$ cat src/rtl/vga_timing_gen.sv
// vga_timing_gen: parametrised VGA/VESA raster timing generator.
// Produces hcount/vcount, sync, blanking, data-enable and frame/line strobes.
// All outputs are registered and decoded from the next counter values, so every
// flag lines up with the hcount/vcount it is presented with.
// Optional feature macro: VGA_TIMING_FRAME_CNT_EN adds a 16-bit frame counter
// output (frame_cnt) that increments whenever a new frame starts.

module vga_timing_gen #(
  parameter int   H_ACTIVE = 1024,
  parameter int   H_FP     = 24,
  parameter int   H_SYNC   = 136,
  parameter int   H_BP     = 160,
  parameter int   V_ACTIVE = 768,
  parameter int   V_FP     = 3,
  parameter int   V_SYNC   = 6,
  parameter int   V_BP     = 29,
  parameter logic HS_POL   = 1'b1,
  parameter logic VS_POL   = 1'b1,
  parameter int   CW       = 12
) (
  input  logic          pclk,
  input  logic          rst,
  input  logic          ce,
  output logic [CW-1:0] hcount,
  output logic [CW-1:0] vcount,
  output logic          hsync,
  output logic          vsync,
  output logic          hblnk,
  output logic          vblnk,
  output logic          de,
  output logic          sof,
  output logic          eol
`ifdef VGA_TIMING_FRAME_CNT_EN
  ,
  output logic [15:0]   frame_cnt
`endif
);

  localparam int H_TOTAL = H_ACTIVE + H_FP + H_SYNC + H_BP;
  localparam int V_TOTAL = V_ACTIVE + V_FP + V_SYNC + V_BP;

  // Counter range must cover both totals, otherwise the raster cannot be counted.
  localparam longint CNT_RANGE = longint'(1) << CW;

  generate
    if (CNT_RANGE < longint'(H_TOTAL) || CNT_RANGE < longint'(V_TOTAL)) begin : g_cw_too_small
      $error("vga_timing_gen: CW too small for H_TOTAL/V_TOTAL");
    end
  endgenerate

  // Decode thresholds in counter width so all comparisons are CW-bit unsigned.
  localparam logic [CW-1:0] ONE_C      = CW'(1);
  localparam logic [CW-1:0] H_LAST_C   = CW'(H_TOTAL - 1);
  localparam logic [CW-1:0] V_LAST_C   = CW'(V_TOTAL - 1);
  localparam logic [CW-1:0] H_ACT_C    = CW'(H_ACTIVE);
  localparam logic [CW-1:0] V_ACT_C    = CW'(V_ACTIVE);
  localparam logic [CW-1:0] HS_START_C = CW'(H_ACTIVE + H_FP);
  localparam logic [CW-1:0] HS_END_C   = CW'(H_ACTIVE + H_FP + H_SYNC - 1);
  localparam logic [CW-1:0] VS_START_C = CW'(V_ACTIVE + V_FP);
  localparam logic [CW-1:0] VS_END_C   = CW'(V_ACTIVE + V_FP + V_SYNC - 1);

  logic [CW-1:0] hcount_q, hcount_d;
  logic [CW-1:0] vcount_q, vcount_d;
  logic          hsync_q, hsync_d;
  logic          vsync_q, vsync_d;
  logic          hblnk_q, hblnk_d;
  logic          vblnk_q, vblnk_d;
  logic          de_q, de_d;
  logic          sof_q, sof_d;
  logic          eol_q, eol_d;
`ifdef VGA_TIMING_FRAME_CNT_EN
  logic [15:0]   frame_cnt_q, frame_cnt_d;
`endif

  // Next-state: advance the raster on ce, decode every flag from the new position.
  always_comb begin
    hcount_d = hcount_q;
    vcount_d = vcount_q;
    hsync_d  = hsync_q;
    vsync_d  = vsync_q;
    hblnk_d  = hblnk_q;
    vblnk_d  = vblnk_q;
    de_d     = de_q;
    sof_d    = 1'b0;
    eol_d    = 1'b0;
`ifdef VGA_TIMING_FRAME_CNT_EN
    frame_cnt_d = frame_cnt_q;
`endif
    if (ce) begin
      if (hcount_q == H_LAST_C) begin
        hcount_d = '0;
        vcount_d = (vcount_q == V_LAST_C) ? '0 : vcount_q + ONE_C;
      end else begin
        hcount_d = hcount_q + ONE_C;
      end
      hblnk_d = (hcount_d >= H_ACT_C);
      vblnk_d = (vcount_d >= V_ACT_C);
      hsync_d = ((hcount_d >= HS_START_C) && (hcount_d <= HS_END_C)) ? HS_POL : ~HS_POL;
      vsync_d = ((vcount_d >= VS_START_C) && (vcount_d <= VS_END_C)) ? VS_POL : ~VS_POL;
      de_d    = !hblnk_d && !vblnk_d;
      sof_d   = (hcount_d == '0) && (vcount_d == '0);
      eol_d   = (hcount_d == H_LAST_C);
`ifdef VGA_TIMING_FRAME_CNT_EN
      if (sof_d) begin
        frame_cnt_d = frame_cnt_q + 16'd1;
      end
`endif
    end
  end

  // State register: reset wins over ce; syncs idle at their deasserted level.
  always_ff @(posedge pclk) begin
    if (rst) begin
      hcount_q <= '0;
      vcount_q <= '0;
      hsync_q  <= ~HS_POL;
      vsync_q  <= ~VS_POL;
      hblnk_q  <= 1'b0;
      vblnk_q  <= 1'b0;
      de_q     <= 1'b0;
      sof_q    <= 1'b0;
      eol_q    <= 1'b0;
    end else begin
      hcount_q <= hcount_d;
      vcount_q <= vcount_d;
      hsync_q  <= hsync_d;
      vsync_q  <= vsync_d;
      hblnk_q  <= hblnk_d;
      vblnk_q  <= vblnk_d;
      de_q     <= de_d;
      sof_q    <= sof_d;
      eol_q    <= eol_d;
    end
  end

`ifdef VGA_TIMING_FRAME_CNT_EN
  // Frame counter register: bumps together with sof, wraps naturally at 16 bits.
  always_ff @(posedge pclk) begin
    if (rst) begin
      frame_cnt_q <= 16'd0;
    end else begin
      frame_cnt_q <= frame_cnt_d;
    end
  end

  assign frame_cnt = frame_cnt_q;
`endif

  assign hcount = hcount_q;
  assign vcount = vcount_q;
  assign hsync  = hsync_q;
  assign vsync  = vsync_q;
  assign hblnk  = hblnk_q;
  assign vblnk  = vblnk_q;
  assign de     = de_q;
  assign sof    = sof_q;
  assign eol    = eol_q;

endmodule

$ cat config.mk
export PLATFORM = sky130hd
export DESIGN_NAME = vga_timing_gen
export DESIGN_NICKNAME = d
export VERILOG_FILES = /design/src/rtl/vga_timing_gen.sv
export SDC_FILE = /design/constraint.sdc
export NUM_CORES = 1
export LEC_CHECK = 0
export ABC_AREA = 1
export BUFFER_PORTS_ARGS = -buffer_cell sky130_fd_sc_hd__buf_4
export CORE_MARGIN = 2
export CORE_UTILIZATION = 51
export DETAILED_ROUTE_END_ITERATION = 7
export GPL_TIMING_DRIVEN = 1
export PLACE_DENSITY = 0.83
export SYNTH_ARGS = -nofsm -noshare
export SYNTH_HDL_FRONTEND = slang
export SYNTH_SLANG_ARGS = --single-unit
$ cat constraint.sdc
create_clock -name pclk -period 1.95 [get_ports pclk]
set_clock_uncertainty 0.1 [all_clocks]
set_input_delay 0.39 -clock pclk [delete_from_list [all_inputs] [get_ports pclk]]
set_output_delay 0.39 -clock pclk [all_outputs]
set_load 0.005 [all_outputs]
Yosys cells after proc, flatten, opt, wreduce, memory -nomap -nowiden:

Index checks and enable logic that the tools add are counted.

* output and inout port bits: 31
* input port bits: 3
* flip-flop bits (word level): 31
* logic and storage cells: 37

* equality and inequality tests: 3
* reductions and logical operators: 9
* add/sub/neg operators: 2
* bitwise operators: 1
* multiplexer cells: 7
* $lt $le $gt $ge: 6

Operator list (number)
* 12-bit 2-to-1 mux: 5
* 12-bit by 1-bit adder with 12-bit output, second input constant: 2
* 12-bit by 11-bit equality test with 1-bit output, second input constant: 2
* 12-bit by 10-bit >= comparator with 1-bit output, second input constant: 2
* 12-bit by 11-bit >= comparator with 1-bit output, second input constant: 2
* 12-bit zero test: 2
* 12-bit by 10-bit equality test with 1-bit output, second input constant: 1
* 12-bit by 10-bit less-or-equal comparator with 1-bit output, second input constant: 1
* 12-bit by 11-bit less-or-equal comparator with 1-bit output, second input constant: 1
* 1-bit logical AND: 4
* 1-bit zero test: 2
* 1-bit 2-to-1 mux: 2
* 2-bit OR reduction: 1
* 1-bit inverter: 1

Logic depth before layout (Yosys ltp):

* depth after elaboration: 7
* depth in mapped cells: 14
* mapped depth without buffers: 14

Least setup slack after synthesis:

No wires, ideal clock.

* kind: reg2reg
* start point: register hcount_q[0] (netlist: hcount[0])
* end point: register sof_q (netlist: sof)
* path slack: -17 ps
* path buffers: 1
* cell stages (with the launch flop): 13
* data arrival time: 1805 ps
* clock period less this slack: 1967 ps
* data required time: 1788 ps
* library setup time: 62 ps
* path through: dfxtp_1 -> ha_1 -> nand2_2 -> nor2_4 -> nand2_4 -> nor2_8 -> buf_8 -> nand2_1 -> xor2_1 -> nand3_1 -> nor2_1 -> nand2_1 -> nor2_2

* cells in the longest elaborated chain, start to end: 5
* elaborated cells on any way between the ends: 9
* classes of those cells: add/sub (1); eq/ne (1); mux (4); reduce/logical (3)

Ends and longest elaborated chain
* start, declared: RTL line 62 `logic [CW-1:0] hcount_q, hcount_d;`
* start signal, assigned: RTL line 124 `hcount_q <= hcount_d;`
* 12-bit by 1-bit adder with 12-bit output or 12-bit by 11-bit equality test with 1-bit output (tied branches): RTL line 94, 90
* 12-bit 2-to-1 mux: RTL line 90 `if (hcount_q == H_LAST_C) begin`
* 12-bit 2-to-1 mux: RTL line 89 `if (ce) begin`
* 12-bit zero test: RTL line 101 `sof_d = (hcount_d == '0) && (vcount_d == '0);`
* 1-bit logical AND *: RTL line 101
* end signal, assigned: RTL line 121 `sof_q <= 1'b0;`
* end signal, assigned: RTL line 131 `sof_q <= sof_d;`
* end, declared: RTL line 69 `logic sof_q, sof_d;`

Mark *: on every way between the ends. The rest lies on a longest branch, timed or not. The select of a mux whose other input is x is not followed.
A chain may end at the register's enable or synchronous reset.

Worst setup path in the final report:

* start point: register hcount_q[1] (netlist: hcount[1])
* end point: register vsync_q (netlist: vsync)

* cells in the longest elaborated chain, start to end: 6
* elaborated cells on any way between the ends: 7
* classes of those cells: order compare (2); eq/ne (1); mux (3); reduce/logical (1)

Ends and longest elaborated chain
* 12-bit by 11-bit equality test with 1-bit output *: RTL line 90
* 12-bit 2-to-1 mux *: RTL line 90
* 12-bit 2-to-1 mux *: RTL line 89
* 12-bit by 10-bit >= comparator with 1-bit output or 12-bit by 10-bit less-or-equal comparator with 1-bit output (tied branches): RTL line 99 `vsync_d = ((vcount_d >= VS_START_C) && (vcount_d <= VS_END_C)) ? VS_POL : ~VS_POL;`
* 1-bit logical AND *: RTL line 99
* 1-bit 2-to-1 mux *: RTL line 99
* end signal, assigned: RTL line 117 `vsync_q <= ~VS_POL;`
* end signal, assigned: RTL line 127 `vsync_q <= vsync_d;`
* end, declared: RTL line 65 `logic vsync_q, vsync_d;`

Marks and branches as above.

==> results.cfg <==
[critical_path]
max_stage_delay_ns = 0.36
cp_top_family = simple AND/OR/NAND/NOR gates
cp_cell_sequence = ha_4 > nand2_4 > nor2_4 > nand2_4 > nor2_8 > buf_6 > nand3_1 > nand2_2 > inv_2 > nand3_1 > nand2_1 > nand4_1 > nand2_1
path_buf_inv = 2
cpMaxStageDelayCell = dfxtp_2
critPathCapture = vsync
r2r-start = hcount[1]
cp-end-kind = flop
rrSetupSlack_ns = 0.06
cp_max_fo = 6
worst_setup_path_start_kind = flop
required_ns = 2.03
r2r_cells = 13
cp.depth = 13
crit_path_start = hcount[1]
r2r_end = vsync
critPathKind = reg2reg
cp_data_arrival_time_ns = 1.96

[final_layout]
drive_above_1_share = 0.291
nNetsFinal = 402
mostFrequentLayoutCells = nand2_1 (92), buf_4 (61), inv_1 (43), nor2_1 (39), nand3_1 (27)
final_area_sq_um = 2740
layout_commonest_cell = nand2_1
areaGrowthSynthToFinish_pct = 35.5
n_antenna_cell = 0

[global_route]
gr-total-overflow = 0
grt_pass1_vias = 2029
grt_pass1_wl_um = 9840
antenna_found_initial = 0
grt_max_degree = 14
grt_usage = 0.295

[timing]
finalHoldViolations = 0
relSlewSlack = 0.767
fmax_mhz = 530
rsz0062_at_grt = yes
tightest_slew_ns = 0.346
setup_viol = 0
period_needed_ns = 1.89
slew_violations = 0
finalCritPeriodShare = 0.968

[placed_design]
io_buffer_count = 33
gp_congestion = 0.968
placed_area_sq_um = 2480
dp_hpwl_um = 4400

[clocking]
postCtsHoldBufs = 0
htreeDepth = 2
clk_pin_slew_ns = 0.06
root_buffer = clkbuf_8
cts_buffers = 5
clockBufferDepth = 2
clkLatencyLatePin_ns = 0.29
cts_tree = built
cts.sinks = 31

[power_and_ir_drop]
intPower_mw = 0.962
p_leak_nw = 1.38
p_per_area_nw_per_um2 = 467
power_mw = 1.28
p_switching_mw = 0.319
swShare = 0.249
power.share.combinational = 0.079
power_frac_seq = 0.511
clkPwrFrac = 0.409
vdd_ir_drop_max_mv = 0.452

[synthesis]
synth_nets = 335
syn_area_sq_um = 2020
netlist_instances = 328
yosysWarningCount = 0
avgSynthCellArea_sq_um = 6.17
ys_seq_area_frac = 0.307
ys_seq_elements = 31
synthDistinctLibCells = 28

[route]
wl_um = 6140
dr.pass1.iters = 6
ant_nets = 0
drt_iter0_drc = 382
viasPerCell = 5.39
drc = 0
vias = 2388
wire_per_inst_um = 13.9

[die]
die-area_sq_um = 4490
rows = 22
core_sq_um = 3740
pin_count = 34
die_w_um = 67.0
die-height_um = 67.0
start_util = 0.541

[run]
maxCapViolCount = 0

[worst_hold_path]
hold_class = in2reg

[status]
status = completed
## logic make-up after synthesis
| logic type | count (synthesis) | synth area share |
|---|---|---|
| adder cells (fa/ha/maj) | 4 | 0.0247 |
| AO/OA/AOI/OAI | 36 | 0.104 |
| buffers and inverters | 55 | 0.111 |
| AND/OR/NAND/NOR | 197 | 0.431 |
| XOR/XNOR | 5 | 0.0216 |
| flip-flops | 31 | 0.307 |
## area by class of cell
cell class / count / area, sq um
clock buffer: 6 / 82.6
sequential: 31 / 627
timing repair buffer: 63 / 480
tap: 48 / 60.1
multi-input combinational: 243 / 1300
inverter: 51 / 191
fill: 331 / 1000
clock inverter: 1 / 5.00
## how the worst min path moves through the flow
stage	start	end	slack, ns	cells after the start
after global placement	hsync	hsync	0.34	2
after CTS	rst	hcount[0]	0.22	2
after detailed placement	de	de	0.34	2
final	rst	hcount[0]	0.23	2
after floorplan	de	de	0.35	2
after global routing	rst	hcount[0]	0.24	2
## through the flow
step / TNS (ns) / worst slack (ns) / instances / hold slack (ns) / utilization
2_1_floorplan: 0 / 0.0100 / 328 / 0.348 / -
3_3_place_gp: -0.00451 / -0.00451 / 429 / 0.341 / 0.663
3_5_place_dp: -0.0962 / -0.0614 / 429 / 0.343 / 0.663
4_1_cts: 0 / 0.0229 / 440 / 0.225 / 0.698
5_1_grt: -0.113 / -0.0373 / 443 / 0.242 / 0.733
6_report: 0 / 0.0627 / 443 / 0.226 / 0.733
## layer usage
layer	part of all wire	global-route usage	up-vias	wire [um]
met1	0.45	0.430	1071	2750
met5	0	0	-	0
met3	0.092	0.0507	10	563
li1	-	-	1188	-
met4	0.014	0.122	0	86
met2	0.45	0.421	119	2740
## power by group through the flow
stage / logic, mW / registers (mW) / clock network [mW]
finish: 0.102 / 0.655 / 0.524
global route: 0.111 / 0.656 / 0.546
global placement: 0.0966 / 0.665 / 0
floorplan: 0.0445 / 0.667 / 0
detailed placement: 0.0975 / 0.666 / 0
CTS: 0.0981 / 0.652 / 0.527
## synthesized netlist by cell type
cell type,n,area share
nor2_8,1,0.0099
a22o_1,1,0.0043
nand3_2,3,0.015
buf_8,1,0.0074
ha_1,4,0.025
nand2_4,1,0.0056
o21ai_0,11,0.027
inv_2,5,0.0093
nor2_1,43,0.080
buf_6,1,0.0056
nor3_1,3,0.0074
nand2_1,97,0.18
nand2_2,4,0.012
a31oi_1,1,0.0031
nor2_2,2,0.0062
dfxtp_1,31,0.31
nand3_1,32,0.079
a211oi_1,1,0.0037
nor2_4,1,0.0056
nand4_1,10,0.031
inv_1,44,0.082
clkbuf_1,2,0.0037
a21oi_1,3,0.0074
a21oi_2,1,0.0043
o22ai_1,16,0.049
clkinv_1,2,0.0037
o21ai_1,2,0.0049
xor2_1,5,0.022
## timing repair
action / in CTS / in global routing
gates resized for setup: 1 / 29
pin swaps: 2 / 9
hold endpoints to repair: 0 / 0
setup endpoints to repair: 4 / 7
cloned: 1 / 0
buffers inserted: 3 / 3
Power figures use the tool's default switching activity.
